## src/rtl/axi_magphase_gain_multi_if.sv

```systemverilog
// Streaming beat bundle for the mag/phase gain stage: data, end-of-packet,
// and the valid/ready pair. Master drives data/last/valid, slave drives ready.
interface axi_magphase_gain_multi_if #(
  parameter int DW = 32
);
  logic [DW-1:0] tdata;
  logic          tlast;
  logic          tvalid;
  logic          tready;

  modport master (
    output tdata,
    output tlast,
    output tvalid,
    input  tready
  );

  modport slave (
    input  tdata,
    input  tlast,
    input  tvalid,
    output tready
  );
endinterface

```

## src/rtl/axi_magphase_gain_multi.sv

```systemverilog
// Multi-channel mag/phase gain stage. Input beats are TDM channels; each
// channel has its own magnitude gain, phase gain and phase offset. Magnitude
// is rounded and saturated, phase is rounded, offset and wrapped. Settings
// are latched into shadow registers on the first beat of every packet, so a
// packet is always processed with one consistent set of coefficients.
//
// Handshake: a beat moves across an interface on a clock edge where both
// tvalid and tready are high. tvalid never waits on tready, and while
// tvalid=1 and tready=0 the driver holds tdata/tlast stable. Here the whole
// pipeline shares one enable en = ~o_tvalid | o_tready, which is also
// i_tready, so bubbles travel as valid=0 and nothing combinational runs from
// i_tvalid to o_tvalid.
module axi_magphase_gain_multi #(
  parameter int WIDTH      = 16,
  parameter int GAIN_WIDTH = 16,
  parameter int GAIN_FRAC  = 14,
  parameter int NUM_CHAN   = 4,
  parameter int SR_BASE    = 192,
  localparam int CW        = (NUM_CHAN > 1) ? $clog2(NUM_CHAN) : 1
) (
  input  logic                        clk,
  input  logic                        reset_n,
  input  logic                        set_stb,
  input  logic [7:0]                  set_addr,
  input  logic [31:0]                 set_data,
  axi_magphase_gain_multi_if.slave    i_axis,
  axi_magphase_gain_multi_if.master   o_axis,
  output logic [CW-1:0]               o_chan,
  output logic [15:0]                 sat_count
);

  localparam int PW        = WIDTH + GAIN_WIDTH;
  localparam int CTRL_ADDR = SR_BASE + 2 * NUM_CHAN;

  localparam logic signed [GAIN_WIDTH-1:0] UNITY = GAIN_WIDTH'(1) << GAIN_FRAC;
  localparam logic signed [PW:0]           HALF  = (PW+1)'(1) << (GAIN_FRAC - 1);
  localparam logic signed [PW:0]           MAXV  = ((PW+1)'(1) << (WIDTH - 1)) - (PW+1)'(1);
  localparam logic signed [PW:0]           MINV  = ~MAXV;

  // Live settings, written from the settings bus
  logic signed [GAIN_WIDTH-1:0] mag_gain   [NUM_CHAN];
  logic signed [GAIN_WIDTH-1:0] phase_gain [NUM_CHAN];
  logic signed [WIDTH-1:0]      phase_off  [NUM_CHAN];
  logic                         bypass;

  // Shadow settings, the only values the datapath uses mid-packet
  logic signed [GAIN_WIDTH-1:0] sh_mag_gain   [NUM_CHAN];
  logic signed [GAIN_WIDTH-1:0] sh_phase_gain [NUM_CHAN];
  logic signed [WIDTH-1:0]      sh_phase_off  [NUM_CHAN];
  logic                         sh_bypass;

  logic          first_beat;
  logic [CW-1:0] chan_cnt;
  logic          en;
  logic          accept;
  logic          sat_clr;

  assign en            = ~o_axis.tvalid | o_axis.tready;
  assign i_axis.tready = en;
  assign accept        = en & i_axis.tvalid;
  assign sat_clr       = set_stb && (set_addr == 8'(CTRL_ADDR)) && set_data[1];

  // Settings bus decode into the live registers
  always_ff @(posedge clk) begin
    if (!reset_n) begin
      for (int c = 0; c < NUM_CHAN; c++) begin
        mag_gain[c]   <= UNITY;
        phase_gain[c] <= UNITY;
        phase_off[c]  <= '0;
      end
      bypass <= 1'b0;
    end else if (set_stb) begin
      for (int c = 0; c < NUM_CHAN; c++) begin
        if (set_addr == 8'(SR_BASE + 2 * c))
          mag_gain[c] <= set_data[GAIN_WIDTH-1:0];
        if (set_addr == 8'(SR_BASE + 2 * c + 1)) begin
          phase_gain[c] <= GAIN_WIDTH'($signed(set_data[15:0]));
          phase_off[c]  <= WIDTH'($signed(set_data[31:16]));
        end
      end
      if (set_addr == 8'(CTRL_ADDR))
        bypass <= set_data[0];
    end
  end

  // Channel counter, packet-start tracking and shadow capture
  always_ff @(posedge clk) begin
    if (!reset_n) begin
      chan_cnt   <= '0;
      first_beat <= 1'b1;
      for (int c = 0; c < NUM_CHAN; c++) begin
        sh_mag_gain[c]   <= UNITY;
        sh_phase_gain[c] <= UNITY;
        sh_phase_off[c]  <= '0;
      end
      sh_bypass <= 1'b0;
    end else if (accept) begin
      if (first_beat) begin
        for (int c = 0; c < NUM_CHAN; c++) begin
          sh_mag_gain[c]   <= mag_gain[c];
          sh_phase_gain[c] <= phase_gain[c];
          sh_phase_off[c]  <= phase_off[c];
        end
        sh_bypass <= bypass;
      end
      first_beat <= i_axis.tlast;
      if (i_axis.tlast || chan_cnt == CW'(NUM_CHAN - 1))
        chan_cnt <= '0;
      else
        chan_cnt <= chan_cnt + CW'(1);
    end
  end

  // Coefficients for the beat at the input: the first beat of a packet sees
  // the values being captured this cycle, later beats see the shadows.
  logic signed [GAIN_WIDTH-1:0] cur_mag_gain;
  logic signed [GAIN_WIDTH-1:0] cur_phase_gain;
  logic signed [WIDTH-1:0]      cur_phase_off;
  logic                         cur_bypass;

  // Select live or shadow coefficients for the current channel
  always_comb begin
    cur_mag_gain   = sh_mag_gain[chan_cnt];
    cur_phase_gain = sh_phase_gain[chan_cnt];
    cur_phase_off  = sh_phase_off[chan_cnt];
    cur_bypass     = sh_bypass;
    if (first_beat) begin
      cur_mag_gain   = mag_gain[chan_cnt];
      cur_phase_gain = phase_gain[chan_cnt];
      cur_phase_off  = phase_off[chan_cnt];
      cur_bypass     = bypass;
    end
  end

  logic signed [WIDTH-1:0] in_mag;
  logic signed [WIDTH-1:0] in_ph;
  logic signed [PW-1:0]    mag_prod;
  logic signed [PW-1:0]    ph_prod;

  assign in_mag   = i_axis.tdata[2*WIDTH-1:WIDTH];
  assign in_ph    = i_axis.tdata[WIDTH-1:0];
  assign mag_prod = $signed({{GAIN_WIDTH{in_mag[WIDTH-1]}}, in_mag})
                  * $signed({{WIDTH{cur_mag_gain[GAIN_WIDTH-1]}}, cur_mag_gain});
  assign ph_prod  = $signed({{GAIN_WIDTH{in_ph[WIDTH-1]}}, in_ph})
                  * $signed({{WIDTH{cur_phase_gain[GAIN_WIDTH-1]}}, cur_phase_gain});

  // Stage 1 registers: full-precision products plus beat side-band
  logic                    s1_valid;
  logic signed [PW-1:0]    s1_mag_prod;
  logic signed [PW-1:0]    s1_ph_prod;
  logic signed [WIDTH-1:0] s1_off;
  logic [2*WIDTH-1:0]      s1_raw;
  logic                    s1_last;
  logic [CW-1:0]           s1_chan;
  logic                    s1_bypass;

  // Stage 1: capture products and side-band
  always_ff @(posedge clk) begin
    if (!reset_n) begin
      s1_valid    <= 1'b0;
      s1_mag_prod <= '0;
      s1_ph_prod  <= '0;
      s1_off      <= '0;
      s1_raw      <= '0;
      s1_last     <= 1'b0;
      s1_chan     <= '0;
      s1_bypass   <= 1'b0;
    end else if (en) begin
      s1_valid    <= i_axis.tvalid;
      s1_mag_prod <= mag_prod;
      s1_ph_prod  <= ph_prod;
      s1_off      <= cur_phase_off;
      s1_raw      <= i_axis.tdata;
      s1_last     <= i_axis.tlast;
      s1_chan     <= chan_cnt;
      s1_bypass   <= cur_bypass;
    end
  end

  // Round half-up: add half an LSB of the output, then arithmetic shift.
  // One extra bit of headroom keeps the rounding add from overflowing.
  logic signed [PW:0] mag_sum;
  logic signed [PW:0] mag_rnd;
  logic signed [PW:0] ph_sum;

  assign mag_sum = {s1_mag_prod[PW-1], s1_mag_prod} + HALF;
  assign mag_rnd = mag_sum >>> GAIN_FRAC;
  assign ph_sum  = {s1_ph_prod[PW-1], s1_ph_prod} + HALF;

  // Stage 2 registers: rounded magnitude (unsaturated), wrapped phase
  logic                    s2_valid;
  logic signed [PW:0]      s2_mag;
  logic [WIDTH-1:0]        s2_ph;
  logic [2*WIDTH-1:0]      s2_raw;
  logic                    s2_last;
  logic [CW-1:0]           s2_chan;
  logic                    s2_bypass;

  // Stage 2: rounding and phase offset; phase wraps modulo 2^WIDTH
  always_ff @(posedge clk) begin
    if (!reset_n) begin
      s2_valid  <= 1'b0;
      s2_mag    <= '0;
      s2_ph     <= '0;
      s2_raw    <= '0;
      s2_last   <= 1'b0;
      s2_chan   <= '0;
      s2_bypass <= 1'b0;
    end else if (en) begin
      s2_valid  <= s1_valid;
      s2_mag    <= mag_rnd;
      s2_ph     <= WIDTH'(ph_sum >>> GAIN_FRAC) + s1_off;
      s2_raw    <= s1_raw;
      s2_last   <= s1_last;
      s2_chan   <= s1_chan;
      s2_bypass <= s1_bypass;
    end
  end

  logic [WIDTH-1:0] mag_sat;
  logic             sat_hit;

  // Clamp the rounded magnitude to the signed WIDTH-bit range
  always_comb begin
    mag_sat = s2_mag[WIDTH-1:0];
    sat_hit = 1'b0;
    if (s2_mag > MAXV) begin
      mag_sat = MAXV[WIDTH-1:0];
      sat_hit = 1'b1;
    end else if (s2_mag < MINV) begin
      mag_sat = MINV[WIDTH-1:0];
      sat_hit = 1'b1;
    end
  end

  logic out_sat;

  // Stage 3: output registers, held while the consumer stalls
  always_ff @(posedge clk) begin
    if (!reset_n) begin
      o_axis.tvalid <= 1'b0;
      o_axis.tdata  <= '0;
      o_axis.tlast  <= 1'b0;
      o_chan        <= '0;
      out_sat       <= 1'b0;
    end else if (en) begin
      o_axis.tvalid <= s2_valid;
      o_axis.tdata  <= s2_bypass ? s2_raw : {mag_sat, s2_ph};
      o_axis.tlast  <= s2_last;
      o_chan        <= s2_chan;
      out_sat       <= s2_valid & ~s2_bypass & sat_hit;
    end
  end

  // Saturation counter: counts delivered saturated beats, sticks at all-ones
  always_ff @(posedge clk) begin
    if (!reset_n || sat_clr)
      sat_count <= '0;
    else if (o_axis.tvalid && o_axis.tready && out_sat && sat_count != 16'hFFFF)
      sat_count <= sat_count + 16'd1;
  end

endmodule

```

## src/flat_wrapper.sv

```systemverilog
// flat-port wrapper written by rule: the top's interface ports become plain ports
module axi_magphase_gain_multi_flat 
#(
  parameter int WIDTH      = 16,
  parameter int GAIN_WIDTH = 16,
  parameter int GAIN_FRAC  = 14,
  parameter int NUM_CHAN   = 4,
  parameter int SR_BASE    = 192,
  localparam int CW        = (NUM_CHAN > 1) ? $clog2(NUM_CHAN) : 1
)
  (clk, reset_n, set_stb, set_addr, set_data, o_chan, sat_count, i_axis_tdata, i_axis_tlast, i_axis_tvalid, i_axis_tready, o_axis_tdata, o_axis_tlast, o_axis_tvalid, o_axis_tready);
  axi_magphase_gain_multi_if #(.DW(32)) i_axis_i ();
  axi_magphase_gain_multi_if #(.DW(32)) o_axis_i ();
  input  logic clk;
  input  logic reset_n;
  input  logic set_stb;
  input  logic [7:0] set_addr;
  input  logic [31:0] set_data;
  output logic [CW-1:0] o_chan;
  output logic [15:0] sat_count;
  input wire logic [$bits(i_axis_i.tdata)-1:0] i_axis_tdata;
  input wire logic [$bits(i_axis_i.tlast)-1:0] i_axis_tlast;
  input wire logic [$bits(i_axis_i.tvalid)-1:0] i_axis_tvalid;
  output wire logic [$bits(i_axis_i.tready)-1:0] i_axis_tready;
  output wire logic [$bits(o_axis_i.tdata)-1:0] o_axis_tdata;
  output wire logic [$bits(o_axis_i.tlast)-1:0] o_axis_tlast;
  output wire logic [$bits(o_axis_i.tvalid)-1:0] o_axis_tvalid;
  input wire logic [$bits(o_axis_i.tready)-1:0] o_axis_tready;
  assign i_axis_i.tdata = i_axis_tdata;
  assign i_axis_i.tlast = i_axis_tlast;
  assign i_axis_i.tvalid = i_axis_tvalid;
  assign i_axis_tready = i_axis_i.tready;
  assign o_axis_tdata = o_axis_i.tdata;
  assign o_axis_tlast = o_axis_i.tlast;
  assign o_axis_tvalid = o_axis_i.tvalid;
  assign o_axis_i.tready = o_axis_tready;
  axi_magphase_gain_multi #(.WIDTH(WIDTH), .GAIN_WIDTH(GAIN_WIDTH), .GAIN_FRAC(GAIN_FRAC), .NUM_CHAN(NUM_CHAN), .SR_BASE(SR_BASE)) u_core (.clk(clk), .reset_n(reset_n), .set_stb(set_stb), .set_addr(set_addr), .set_data(set_data), .i_axis(i_axis_i), .o_axis(o_axis_i), .o_chan(o_chan), .sat_count(sat_count));
endmodule
```

## config.mk

```make
export PLATFORM = sky130hd
export DESIGN_NAME = axi_magphase_gain_multi_flat
export DESIGN_NICKNAME = d
export VERILOG_FILES = /design/src/rtl/axi_magphase_gain_multi_if.sv /design/src/rtl/axi_magphase_gain_multi.sv /design/src/flat_wrapper.sv
export SDC_FILE = /design/constraint.sdc
export NUM_CORES = 2
export LEC_CHECK = 0
export BUFFER_PORTS_ARGS = -buffer_cell sky130_fd_sc_hd__buf_2
export CAP_MARGIN = 20
export CORE_MARGIN = 2
export CORE_UTILIZATION = 37
export CTS_BUF_LIST = sky130_fd_sc_hd__clkbuf_2
export DETAILED_ROUTE_END_ITERATION = 8
export PLACE_DENSITY_LB_ADDON = 0.1
export SLEW_MARGIN = 20
export SYNTH_ARGS = -nofsm -noshare
export SYNTH_HDL_FRONTEND = slang
export SYNTH_SLANG_ARGS = --single-unit
```

## constraint.sdc

```tcl
create_clock -name clk -period 7.81 [get_ports clk]
set_input_delay 1.562 -clock clk [delete_from_list [all_inputs] [get_ports clk]]
set_output_delay 1.562 -clock clk [all_outputs]
set_load 0.02 [all_outputs]
```

### Word level (Yosys, flattened, before mapping)

Memories as Yosys holds them, arrays and structs flattened. A register that Yosys moved wholly into a read port is not among the register bits.
Cells that the tools add are included.

| storage, ports and cells | value |
|---|---|
| bits in registers | 245 |
| bits in writable memories | 384 |
| bits of input ports | 78 |
| output and inout bits | 53 |
| logic and storage cells | 173 |
| memories | 6 |

| cells by class | value |
|---|---|
| add/sub/neg operators | 5 |
| $mul | 2 |
| magnitude comparators | 2 |
| eq/ne operators | 11 |
| muxes and demuxes | 83 |
| bitwise gates (word level) | 30 |
| reductions and logical operators | 9 |

Memory list:

| name | words | width | read ports | clocked after memory_dff | wr ports | RTL line | source |
|---|---|---|---|---|---|---|---|
| u_core.mag_gain | 4 | 16 | 5 | 1 | 4 | axi_magphase_gain_multi.sv:41 | `logic signed [GAIN_WIDTH-1:0] mag_gain [NUM_CHAN];` |
| u_core.phase_gain | 4 | 16 | 5 | 1 | 4 | axi_magphase_gain_multi.sv:42 | `logic signed [GAIN_WIDTH-1:0] phase_gain [NUM_CHAN];` |
| u_core.phase_off | 4 | 16 | 5 | 1 | 4 | axi_magphase_gain_multi.sv:43 | `logic signed [WIDTH-1:0] phase_off [NUM_CHAN];` |
| u_core.sh_mag_gain | 4 | 16 | 1 | 1 | 4 | axi_magphase_gain_multi.sv:47 | `logic signed [GAIN_WIDTH-1:0] sh_mag_gain [NUM_CHAN];` |
| u_core.sh_phase_gain | 4 | 16 | 1 | 1 | 4 | axi_magphase_gain_multi.sv:48 | `logic signed [GAIN_WIDTH-1:0] sh_phase_gain [NUM_CHAN];` |
| u_core.sh_phase_off | 4 | 16 | 1 | 1 | 4 | axi_magphase_gain_multi.sv:49 | `logic signed [WIDTH-1:0] sh_phase_off [NUM_CHAN];` |

Operators by type and width:

| operator | number |
|---|---|
| 16-bit 2-to-1 mux | 29 |
| 8-bit == test, second input constant | 9 |
| 1-bit 2-to-1 mux | 40 |
| 32-bit by 15-bit adder with 33-bit output, second input constant | 1 |
| 16-bit by 16-bit multiplier with 32-bit output | 1 |
| 32-bit 2-to-1 mux | 1 |
| 30-bit by 15-bit adder with 30-bit output, second input constant | 1 |
| 16-bit by 16-bit multiplier with 30-bit output | 1 |
| 2-bit 2-to-1 mux | 13 |
| 1-bit bitwise OR | 25 |
| 19-bit by 16-bit greater-than comparator with 1-bit output, second input constant | 1 |
| 19-bit by 16-bit less-than comparator with 1-bit output, second input constant | 1 |
| 16-bit by 1-bit adder with 16-bit output, second input constant | 1 |
| 16-bit adder | 1 |
| 16-bit inequality test, second input constant | 1 |
| 1-bit logical AND | 5 |
| 1-bit AND | 3 |
| 2-bit by 1-bit adder with 2-bit output, second input constant | 1 |
| 2-bit == test, second input constant | 1 |
| 1-bit logical OR | 2 |
| 1-bit inverter | 2 |
| 2-bit AND reduction | 1 |
| 1-bit zero test | 1 |

### Longest topological paths before layout

| logic depth | value |
|---|---|
| word-level depth | 7 |
| gate-level depth with buffers | 32 |
| gate-level depth less buffers | 26 |

### Worst setup path before layout

No wires, ideal clock.

| path | value |
|---|---|
| kind | reg2reg |
| from | register with a tool-made name |
| to | register u_core.s1_mag_prod[29] |
| setup time | 117 ps |
| arrival time | 7,550 ps |
| data required time | 7,693 ps |
| slack | 143 ps |
| cell stages (with the launch flop) | 28 |
| buffers on the path | 5 |
| clock period less this slack | 7,667 ps |
| cells stage by stage | dfxtp_1 buf_6 buf_6 buf_2 buf_2 mux4_2 mux2i_1 clkbuf_1 nor2b_1 fa_1 inv_1 fa_1 fa_1 inv_1 fa_1 fa_1 inv_1 fa_1 inv_1 ha_1 a21o_1 a21o_1 a21oi_1 o21ai_0 nor3_4 o41ai_1 or4_1 a32o_1 |

RTL lines:

| item | RTL line | source |
|---|---|---|
| end signal: assignment | axi_magphase_gain_multi.sv:170 | `s1_mag_prod <= mag_prod;` |
| end: declaration | axi_magphase_gain_multi.sv:149 | `logic signed [PW-1:0] s1_mag_prod;` |

==> impl_metrics.env <==
export IMPL_postSynthRegisterBits=605
export IMPL_min_period_over_period_pct=94.40
export IMPL_fill_cells=11970
export IMPL_synth_area_um2=44740
export IMPL_clockRootBuffer="sky130_fd_sc_hd__clkbuf_2"
export IMPL_rr_worst_depth=24
export IMPL_synth_top_cells_by_area="sky130_fd_sc_hd__edfxtp_1 (26%), sky130_fd_sc_hd__fa_1 (23%), sky130_fd_sc_hd__dfxtp_1 (9.9%), sky130_fd_sc_hd__and2_1 (6.7%), sky130_fd_sc_hd__ha_1 (4.9%)"
export IMPL_drt_wl_total_um=116500
export IMPL_synth_xor_area_share_pct=2.114
export IMPL_die_area_um2=123700
export IMPL_report_final_setup_viol=0
export IMPL_sequential_cell_area_um2=15970
export IMPL_synthDominantCellAreaShare_pct=25.78
export IMPL_gp_congestion=0.8040
export IMPL_finalHoldViolCount=0
export IMPL_tritoncts_num_buffers=156
export IMPL_synthMuxAreaShare_pct=6.050
export IMPL_max_clock_path_buffers=3
export IMPL_multiInputGateArea_um2=25980
export IMPL_synth_compound_area_share_pct=5.233
export IMPL_wire_per_inst_um=19.17
export IMPL_fmax_ghz=0.1356
export IMPL_critical_path_class="register to register"
export IMPL_yosys_most_used_dff="sky130_fd_sc_hd__edfxtp_1"
export IMPL_cts_sink_count=605
export IMPL_global_route_usage_over_all_layers_pct=19.63
export IMPL_timing_critical_path_from_type="register"
export IMPL_htree_num_levels=4
export IMPL_synthesis_yosys_warnings=0
export IMPL_grt_first_pass_wirelength_um=184800
export IMPL_num_nets_final=5111
export IMPL_status="finished, final reports clean"
export IMPL_syn_area_per_cell_um2=10.73
export IMPL_required_time_reported_for_the_critical_path_endpoint_ns=9.04
export IMPL_largest_net_degree_at_the_start_of_global_routing=135
export IMPL_num_rows=127
export IMPL_synthArstFlopShare_pct=0
export IMPL_simple_gate_fraction_of_synth_area_pct=16.69
export IMPL_rsz0062_at_grt="no"
export IMPL_max_fanout_on_critical_path=21
export IMPL_antenna_violations_before_repair=9
export IMPL_io_buffers=130
export IMPL_synth_top_area_cell="sky130_fd_sc_hd__edfxtp_1"
export IMPL_holdCritPathClass="register to register"
export IMPL_synth_top_family_by_area="adder cells"
export IMPL_final_max_slew_viol_count=0
export IMPL_min_cycle_time_layout_ns=7.373
export IMPL_detailedRoute_firstPassIterationCount=5
export IMPL_number_of_global_route_vias_before_repair=31120
export IMPL_relSlewSlack_pct=30.56
export IMPL_die_w_um=351.7
export IMPL_number_of_violations_reported_at_the_end_of_detailed_routing_iteration_0=1432
export IMPL_detail_route_vias_per_cell=4.807
export IMPL_clk_transition_reported_paths_ns=0.11
export IMPL_die_h_um=351.7
export IMPL_flow_area_growth_from_synthesis_pct=9.565
export IMPL_drive_above_1_share_pct=13.99
export IMPL_part_of_the_yosys_area_used_for_sequential_elements_pct=35.67
export IMPL_vias=29220
export IMPL_synth_lib_cells_used_distinct=65
export IMPL_place_detailed_hpwl_um=85820
export IMPL_timing_setup_tns_ns=0
export IMPL_synth_fa_ha_area_share_pct=27.64
export IMPL_arrival_ns=8.61
export IMPL_syn_nets=4929
export IMPL_drc=0
export IMPL_initial_utilization_pct=37.29
export IMPL_worst_pin_slew_ns=1.039
export IMPL_tritoncts="yes"
export IMPL_route_antenna_remaining_nets=0
export IMPL_globalRouteOverflowTotal=0
export IMPL_core_area_um2=120000
export IMPL_max_cap_violations=0
export IMPL_timing_hold_worst_path_depth=2
export IMPL_synth_enable_flop_cells=384
export IMPL_clock_latency_ns=1.33
export IMPL_synthesis_instances=4168
export IMPL_most_frequent_standard_cell_in_the_layout_excluding_fill_and_tap_cells="sky130_fd_sc_hd__inv_1"
export IMPL_worst_setup_ep_type="register"
export IMPL_ios=131
export IMPL_clock_skew_final_ns=0.1003
export IMPL_mostFrequentLayoutCells="sky130_fd_sc_hd__inv_1 (566), sky130_fd_sc_hd__nand2_1 (513), sky130_fd_sc_hd__fa_1 (508), sky130_fd_sc_hd__and2_1 (477), sky130_fd_sc_hd__edfxtp_1 (384)"
what timing repair did:
action / in CTS / in global routing
setup buffers: 0 / 0
hold buffers: 0 / 0
resized for setup: 0 / 2
endpoints found under the setup margin: 0 / 2
worst max-delay path: stages, from the launching register on:
cell	delay [ns]
sky130_fd_sc_hd__dfxtp_4	0.45
sky130_fd_sc_hd__buf_12	0.23
sky130_fd_sc_hd__mux4_2	0.53
sky130_fd_sc_hd__nand2_1	0.09
sky130_fd_sc_hd__nand2_1	0.34
sky130_fd_sc_hd__and2_1	0.35
sky130_fd_sc_hd__fa_1	0.53
sky130_fd_sc_hd__inv_1	0.05
sky130_fd_sc_hd__fa_1	0.54
sky130_fd_sc_hd__inv_1	0.05
sky130_fd_sc_hd__fa_1	0.51
sky130_fd_sc_hd__fa_1	0.46
sky130_fd_sc_hd__fa_1	0.53
sky130_fd_sc_hd__inv_1	0.06
sky130_fd_sc_hd__fa_1	0.48
sky130_fd_sc_hd__inv_1	0.04
sky130_fd_sc_hd__ha_1	0.28
sky130_fd_sc_hd__buf_4	0.14
sky130_fd_sc_hd__nand2_1	0.05
sky130_fd_sc_hd__o21ai_0	0.40
sky130_fd_sc_hd__nor3_4	0.12
sky130_fd_sc_hd__buf_4	0.17
sky130_fd_sc_hd__o31ai_1	0.46
sky130_fd_sc_hd__nor4_1	0.09
sky130_fd_sc_hd__a311o_1	0.32
flip-flops by register name, summed over array words and instances, names as in the netlist, 17 cells and up, named ones only:
signal / flops
u_core.mag_gain: 64
u_core.o_axis.tdata: 32
u_core.phase_gain: 64
u_core.phase_off: 64
u_core.s1_mag_prod: 19
u_core.s1_ph_prod: 17
u_core.s1_raw: 32
u_core.s2_mag: 19
u_core.s2_raw: 32
u_core.sh_mag_gain: 64
u_core.sh_phase_gain: 64
u_core.sh_phase_off: 64
routing by layer:
metal | vias to the layer above | track usage [%] | share of wire (%)
met2 | 521 | 31.78 | 47
met1 | 14610 | 27.20 | 47
li1 | 13920 | - | -
met4 | 10 | 4.797 | 1.8
met5 | - | 0 | 0.066
met3 | 160 | 3.666 | 4.4
cell type report:
class	instances	share of cell area, %
tap	1612	4.115
sequential	605	32.57
inverter	569	4.383
clock inverter	36	0.4748
clock buffer	233	2.379
timing repair buffer	231	3.053
antenna	5	0.02553
multi-input combinational	2787	53.00
final timing paths:
kind / slack, ns / startpoint / to
setup / recovery: 0.44 / register / u_core.s1_mag_prod[26]$_SDFFE_PN0N_
hold reg to reg: 0.43 / u_core.s1_raw[13]$_SDFFE_PN0N_ / u_core.s2_raw[13]$_SDFFE_PN0N_
hold / removal: 0.43 / u_core.s1_raw[13]$_SDFFE_PN0N_ / u_core.s2_raw[13]$_SDFFE_PN0N_
setup reg to reg: 0.44 / register / u_core.s1_mag_prod[26]$_SDFFE_PN0N_
synthesized netlist by cell type, types with 10 or more instances:
cell type / n
sky130_fd_sc_hd__inv_1: 567
sky130_fd_sc_hd__nand2_1: 514
sky130_fd_sc_hd__fa_1: 509
sky130_fd_sc_hd__and2_1: 477
sky130_fd_sc_hd__edfxtp_1: 384
sky130_fd_sc_hd__dfxtp_1: 221
sky130_fd_sc_hd__ha_1: 174
sky130_fd_sc_hd__clkbuf_1: 171
sky130_fd_sc_hd__a21oi_1: 146
sky130_fd_sc_hd__nor2_1: 140
sky130_fd_sc_hd__nor2b_1: 133
sky130_fd_sc_hd__mux4_2: 91
sky130_fd_sc_hd__o21ai_0: 75
sky130_fd_sc_hd__xnor2_1: 69
sky130_fd_sc_hd__a211oi_1: 56
sky130_fd_sc_hd__mux2i_1: 54
sky130_fd_sc_hd__nand3_1: 54
sky130_fd_sc_hd__nand2b_1: 42
sky130_fd_sc_hd__xor2_1: 39
sky130_fd_sc_hd__a21o_1: 26
sky130_fd_sc_hd__buf_2: 22
sky130_fd_sc_hd__or3_1: 22
sky130_fd_sc_hd__nor3_1: 19
sky130_fd_sc_hd__a31oi_1: 18
sky130_fd_sc_hd__and3_1: 16
sky130_fd_sc_hd__or2_2: 14
sky130_fd_sc_hd__buf_1: 12
sky130_fd_sc_hd__nand4_1: 12
sky130_fd_sc_hd__o21bai_1: 10
through the flow:
step	setup slack (ns)	instance area, um^2	hold slack, ns	std cells	utilization, %
floorplan	0.1430	44740	0.4244	4168	-
finish	0.4375	49010	0.4334	6078	40.86
detailed placement	0.2525	47600	0.4430	5804	39.67
CTS	0.3357	48990	0.3396	6073	40.84
global route	0.07674	49010	0.4094	6076	40.85
global placement	0.2292	47600	0.4376	5804	39.67
kinds of logic (layout without fill, tap and decap cells):
kind of cell,count (synthesis),in the layout
fa+ha+maj,683,683
flops,605,605
mux,151,151
other cells,0,5
xor+xnor,108,108
compound gates,383,383
simple gates,1462,1462
buf+inv,776,1069
Power is left out: the tool's default activity adds up to more than one toggle a clock period on the data nets, which glitch-free logic cannot reach.
